===== src/rtl/pwm_ramp_adc.sv =====
// PWM ramp ADC front end: steps a PWM duty code into an external RC filter and
// captures the code at which the synchronized comparator output goes high.
module pwm_ramp_adc #(
   parameter int SETTLE_PERIODS    = 1,
   parameter int DISCHARGE_PERIODS = 4
) (
   input  logic       clk,
   input  logic       reset,
   input  logic       enable,
   input  logic       comp_in,
   output logic       pwm_out,
   output logic [7:0] sample,
   output logic       sample_valid,
   output logic       overrange
);

   localparam logic [1:0] IDLE      = 2'd0;
   localparam logic [1:0] DISCHARGE = 2'd1;
   localparam logic [1:0] RAMP      = 2'd2;

   localparam logic [7:0] SETTLE_LAST    = 8'(SETTLE_PERIODS - 1);
   localparam logic [7:0] DISCHARGE_LAST = 8'(DISCHARGE_PERIODS - 1);

   logic [1:0] state_q, state_d;
   logic       sync1_q, comp_s_q;
   logic [7:0] pwm_cnt_q, pwm_cnt_d;
   logic [7:0] period_cnt_q, period_cnt_d;
   logic [7:0] duty_q, duty_d;
   logic       pwm_out_q, pwm_out_d;
   logic [7:0] sample_q, sample_d;
   logic       sample_valid_q, sample_valid_d;
   logic       overrange_q, overrange_d;
   logic       period_end;
   logic       step_due;

   assign period_end = (pwm_cnt_q == 8'hFF);
   assign step_due   = period_end && (period_cnt_q == SETTLE_LAST);

   // Two-flop synchronizer; only comp_s_q is ever looked at by the FSM.
   always_ff @(posedge clk or posedge reset) begin
      if (reset) begin
         sync1_q  <= 1'b0;
         comp_s_q <= 1'b0;
      end else begin
         sync1_q  <= comp_in;
         comp_s_q <= sync1_q;
      end
   end

   always_comb begin
      state_d        = state_q;
      pwm_cnt_d      = pwm_cnt_q + 8'd1;
      period_cnt_d   = period_cnt_q;
      duty_d         = duty_q;
      sample_d       = sample_q;
      sample_valid_d = 1'b0;
      overrange_d    = overrange_q;
      pwm_out_d      = (state_q == RAMP) && (pwm_cnt_q < duty_q);

      if (!enable) begin
         state_d      = IDLE;
         pwm_cnt_d    = 8'd0;
         period_cnt_d = 8'd0;
         duty_d       = 8'd0;
      end else begin
         case (state_q)
            IDLE: begin
               state_d      = DISCHARGE;
               pwm_cnt_d    = 8'd0;
               period_cnt_d = 8'd0;
               duty_d       = 8'd0;
            end
            DISCHARGE: begin
               duty_d = 8'd0;
               if (period_end) begin
                  if (period_cnt_q == DISCHARGE_LAST) begin
                     state_d      = RAMP;
                     period_cnt_d = 8'd0;
                  end else begin
                     period_cnt_d = period_cnt_q + 8'd1;
                  end
               end
            end
            RAMP: begin
               // A trip beats a coincident step, so the pre-step code is kept.
               if (comp_s_q || (step_due && (duty_q == 8'hFF))) begin
                  sample_d       = comp_s_q ? duty_q : 8'hFF;
                  overrange_d    = !comp_s_q;
                  sample_valid_d = 1'b1;
                  state_d        = DISCHARGE;
                  pwm_cnt_d      = 8'd0;
                  period_cnt_d   = 8'd0;
                  duty_d         = 8'd0;
               end else if (step_due) begin
                  period_cnt_d = 8'd0;
                  duty_d       = duty_q + 8'd1;
               end else if (period_end) begin
                  period_cnt_d = period_cnt_q + 8'd1;
               end
            end
            default: begin
               state_d      = IDLE;
               pwm_cnt_d    = 8'd0;
               period_cnt_d = 8'd0;
               duty_d       = 8'd0;
            end
         endcase
      end
   end

   always_ff @(posedge clk or posedge reset) begin
      if (reset) begin
         state_q        <= IDLE;
         pwm_cnt_q      <= 8'd0;
         period_cnt_q   <= 8'd0;
         duty_q         <= 8'd0;
         pwm_out_q      <= 1'b0;
         sample_q       <= 8'd0;
         sample_valid_q <= 1'b0;
         overrange_q    <= 1'b0;
      end else begin
         state_q        <= state_d;
         pwm_cnt_q      <= pwm_cnt_d;
         period_cnt_q   <= period_cnt_d;
         duty_q         <= duty_d;
         pwm_out_q      <= pwm_out_d;
         sample_q       <= sample_d;
         sample_valid_q <= sample_valid_d;
         overrange_q    <= overrange_d;
      end
   end

   assign pwm_out      = pwm_out_q;
   assign sample       = sample_q;
   assign sample_valid = sample_valid_q;
   assign overrange    = overrange_q;

endmodule


===== config.mk =====
export PLATFORM = sky130hd
export DESIGN_NAME = pwm_ramp_adc
export DESIGN_NICKNAME = d
export VERILOG_FILES = /design/src/rtl/pwm_ramp_adc.sv
export SDC_FILE = /design/constraint.sdc
export NUM_CORES = 1
export LEC_CHECK = 0
export BUFFER_PORTS_ARGS = -buffer_cell sky130_fd_sc_hd__buf_2
export CELL_PAD_IN_SITES_DETAIL_PLACEMENT = 2
export CELL_PAD_IN_SITES_GLOBAL_PLACEMENT = 2
export CORE_ASPECT_RATIO = 1.2
export CORE_MARGIN = 8
export CORE_UTILIZATION = 35
export DETAILED_ROUTE_END_ITERATION = 7
export GPL_TIMING_DRIVEN = 1
export PLACE_DENSITY = 0.85
export SYNTH_ARGS = -nofsm -noshare
export SYNTH_HDL_FRONTEND = slang
export SYNTH_SLANG_ARGS = --single-unit

===== constraint.sdc =====
create_clock -name clk -period 2.04 [get_ports clk]
set_input_delay 0.408 -clock clk [delete_from_list [all_inputs] [get_ports clk]]
set_output_delay 0.408 -clock clk [all_outputs]
set_load 0.02 [all_outputs]

Word-level counts from Yosys, hierarchy flattened --
Index checks and enable logic that the tools add are counted.
Operators by class: add/subtract/negate cells 3, magnitude comparators 1, equal/unequal tests 10, muxes and demuxes 23, reductions and logical operators 10
Operators with widths (count):
- 8-bit 2-to-1 mux | 13
- 8-bit one-hot mux with 2 select lines | 2
- 8-bit by 1-bit adder with 8-bit output, second input constant | 3
- 8-bit == test, second input constant | 2
- 8-bit by 2-bit == test with 1-bit output, second input constant | 1
- 8-bit logical NOT | 1
- 8-bit less-than comparator | 1
- 2-bit 2-to-1 mux | 4
- 3-bit != test, second input constant | 2
- 2-bit one-hot mux with 3 select lines | 1
- 3-bit AND reduction | 2
- 5-bit by 4-bit != test with 1-bit output, second input constant | 1
- 4-bit by 3-bit != test with 1-bit output, second input constant | 1
- 1-bit logical AND | 3
- 1-bit 2-to-1 mux | 3
- 3-bit by 2-bit != test with 1-bit output, second input constant | 1
- 2-bit by 1-bit == test with 1-bit output, second input constant | 1
- 2-bit == test, second input constant | 1
- 2-bit logical NOT | 1
- 2-bit AND reduction | 1
- 1-bit logical NOT | 1
- 1-bit logical OR | 1
Word-level totals: register bits after elaboration 39, input bits 4, output and inout port bits 11, word-level logic and storage cells 57

Logic depth before layout (Yosys ltp) --
word-level depth 7, gate-level depth with buffers 8, depth with buffers taken out 7

Worst setup path after synthesis --
No wires, ideal clock.
path type flip-flop to flip-flop, start point reg period_cnt_q[5], end point reg sample_q[0], in the netlist sample[0], setup time 0.065 ns, arrival time 1.895 ns, data required time 1.975 ns, setup slack 0.080 ns, cell stages (with the launch flop) 6, buffers on the path 0, period minus slack after synthesis 1.960 ns, path through dfrtp_1 > or4_4 > nor4_4 > nand3_4 > a21oi_4 > o22a_1
On the way: longest elaborated chain between the ends 5
Ends and longest elaborated chain:
- from (decl) | line 27 | logic [7:0] period_cnt_q, period_cnt_d;
- from (signal assigned) | line 124 | period_cnt_q <= period_cnt_d;
- 8-bit logical NOT | line 37 | assign step_due = period_end && (period_cnt_q == SETTLE_LAST);
- 1-bit logical AND | line 37
- 1-bit logical AND | line 86 | if (comp_s_q || (step_due && (duty_q == 8'hFF))) begin
- 1-bit logical OR | line 86
- 3-bit AND reduction (no source line)
- to (signal assigned) | line 127 | sample_q <= sample_d;
- to (decl) | line 30 | logic [7:0] sample_q, sample_d;
No other way between the ends. A chain may end at the register's enable or synchronous reset.

Final worst setup path --
start point reg duty_q[1], end point reg sample_q[2], in the netlist sample[2]
On the way: longest elaborated chain between the ends 4
Ends and longest elaborated chain:
- from (decl) | line 28 | logic [7:0] duty_q, duty_d;
- from (signal assigned) | line 125 | duty_q <= duty_d;
- 8-bit == test | line 86
- 1-bit logical AND | line 86
- 1-bit logical OR | line 86
- 3-bit AND reduction (no source line)
No other way between the ends.

==> results.ini <==
[outcome]
status=complete, but fails checks
failed_checks=setup timing

[hold_path]
hold_class=in2reg
holdPathEnd=sync1_q$_DFF_PP0_
min_from=comp_in
holdPathStages=1

[detailed_routing]
viasPerCell=5.29
drcViolationCount=0
antenna_left=0
dr.first_iter.drc_count=62
wl_um=7830
wl_per_cell_um=23.3
num_vias=1776
dr.pass1.iters=4

[final_layout]
fin_util=0.450
area_delta_synth_final_pct=27.3
nets=272
n_antenna_cell=0
drive_gt1_frac=0.260

[clock_network]
cts_inserted_buffers=5
cts_buffer_depth=2
clk_latency_ps=300
clkSinkCount=39
cts-root-buf=clkbuf_8
h-tree-depth=2
cts_tree=built
hold_buffers=0
cts.clk_slew.worst_paths_ps=90

[setup_path]
criticalPathCategory=reg2reg
r2r-end=sample[2]$_DFFE_PP0P_
end_kind=register
r2r-start=duty_q[1]$_DFFE_PP0P_
cpPeakStageDelay_ps=480
ff2ff_path_depth=6
start_kind=register
cp.arrival_ps=2470
r2r_setup_slack_ps=-210
cp_slowest_cell=or4bb_4
crit_chain=ha_2 -> or4bb_4 -> nor4_4 -> nand3_4 -> a21oi_4 -> o22a_1
crit_required_ps=2260
crit_path_start=duty_q[1]$_DFFE_PP0P_
path_max_fanout=5

[timing]
slew_headroom=0.638
max_freq_ghz=0.445
fin_skew_ps=9.67
period_share=1.10
setup_ws_ps=-209
setup_viol=20
fin_crit_ps=2250
tightest_slew_ps=538
slew_violations=0
hold_viol=0
rsz0062_at_grt=yes

[synthesis]
seq_area_frac_synth=0.465
yosys.area.top_type=dfrtp_1
synth-compound-area-share=0.140
synth-async-reset-ratio=1.00
synth_area_leaders=dfrtp_1, ha_1, nor2_1, xnor2_1, o22a_1
synth_top_family_by_area=simple AND/OR/NAND/NOR gates
yosys_warnings=0
netlist_instances=204
muxShareOfSynthArea=0.00955
netlist_area_um2=2100
ys_ff_latch=39
synth.distinct_cells=38
syn_nets=223
synth-edff-count=0
synth_flop_cell=dfrtp_1
synth-xor-area-share=0.0459
synthAdderAreaFrac=0.0895
netlist.area_leader.share=0.465
syn_avg_cell_area_um2=10.3
yosys.area_share.simple=0.219

[placed_design]
hpwl_um=4790
pre_cts_ws_ps=-75.1
io_buffers=14
gp_congestion=0.780

[floorplan]
fp.dieW_um=86.7
dieArea_um2=8730
core_um2=5930
start_util=0.353
die_h_um=101
rows=31
ioPinCount=15

[power]
p_per_area_nw_per_um2=927
irDropWorstVdd_mv=0.445
power_w=0.00247
leakage_nw=1.19

[global_routing]
grt_pass1_wl_um=11700
grt_usage=0.180
overflow=0
antenna_found_initial=0
grt_pass1_vias=2111
grt_max_degree=40

[run]
drv_cap=0

## cell families after synthesis
group                    Yosys count
multiplexers                       2
AND/OR/NAND/NOR                   80
AO/OA/AOI/OAI                     40
buffers and inverters             17
XOR/XNOR                          11
flip-flops                        39
adder cells (fa/ha/maj)           15
## metal layers
layer  vias up  track usage  wire length (µm)
met3        15       0.0310               189
met5         -            0                 0
met4         0       0.0996               358
met1       912        0.179              2960
met2        30        0.340              4320
li1        819            -                 -
## per-stage QoR
stage | instance area [µm²] | setup TNS, ps | hold slack [ps] | instances
2_1_floorplan | 2100 | 0 | 331 | 204
3_3_place_gp | 2420 | 0 | 333 | 319
3_5_place_dp | 2420 | -551 | 337 | 319
4_1_cts | 2600 | -610 | 204 | 331
5_1_grt | 2670 | -3650 | 196 | 336
6_report | 2670 | -1580 | 203 | 336
## where the power goes
| group | switching, W | leakage [nW] | internal (W) | total [W] |
|---|---|---|---|---|
| sequential | 0.0000892 | 0.523 | 0.000882 | 0.000972 |
| clock | 0.000292 | 0.0654 | 0.000489 | 0.000781 |
| combinational | 0.000456 | 0.600 | 0.000266 | 0.000722 |
| total | 0.000837 | 1.19 | 0.00164 | 0.00247 |
## state kept, by name, summed over array words and instances (netlist names)
| signal | count |
|---|---|
| comp_s_q | 1 |
| duty_q | 8 |
| overrange | 1 |
| period_cnt_q | 8 |
| pwm_cnt_q | 8 |
| pwm_out | 1 |
| sample | 8 |
| sample_valid | 1 |
| state_q | 2 |
| sync1_q | 1 |
## Yosys cell counts (2+ instances only)
master and number:
a21o_1 3, nand4_1 5, nand2b_1 2, and3_1 9
nor2_1 21, or2_2 2, o311ai_0 2, dfrtp_1 39
a21oi_1 5, mux2i_1 2, nand2_1 14, nand3_1 9
xnor2_1 9, o22a_1 8, a22o_1 5, clkbuf_1 2
nor2b_1 7, ha_1 15, xor2_1 2, inv_1 15
o21ai_0 10, nor4_4 2
## repair_timing
item,in CTS,in global routing
setup buffers,3,6
endpoints found under the setup margin,17,29
cloned,1,0
resized for setup,4,9
pin swaps,2,16
## worst max path at each step
stage                            endpoint  slack (ps)  cells past startpoint
floorplan           sample[0]$_DFFE_PP0P_          80                      5
global placement    sample[6]$_DFFE_PP0P_          70                      6
detailed placement  sample[5]$_DFFE_PP0P_         -80                      6
CTS                 sample[2]$_DFFE_PP0P_         -70                      6
global route        sample[2]$_DFFE_PP0P_        -260                      6
finish              sample[2]$_DFFE_PP0P_        -210                      6
## area by class of cell
type	instances	area, µm²
Inverter	15	56.3
Tap cell	82	103
Clock buffer	6	72.6
Timing Repair Buffer	43	299
Clock inverter	2	60.1
Sequential cell	39	976
Fill cell	627	3260
Multi-Input combinational cell	149	1100
## cell usage in the layout, fill, tap and decap left out, drive strengths merged, types with 2 or more instances in the layout
cell type,instances
a21o,3
a21oi,8
a22o,5
and3,9
buf,43
bufinv,2
clkbuf,6
dfrtp,39
ha,15
inv,15
mux2i,2
nand2,14
nand2b,2
nand3,10
nand4,5
nor2,21
nor2b,7
nor4,4
o21ai,10
o22a,8
o311ai,2
or2,3
xnor2,9
xor2,2
## critical path: cells and delay by family, from the launching register on
family / cells / cell delay [ps]
adder cells (fa/ha/maj): 1 / 210
AO/OA/AOI/OAI: 2 / 600
AND/OR/NAND/NOR: 3 / 980
flip-flops: 1 / 380
Note: power is estimated with default switching activity, not from simulation.
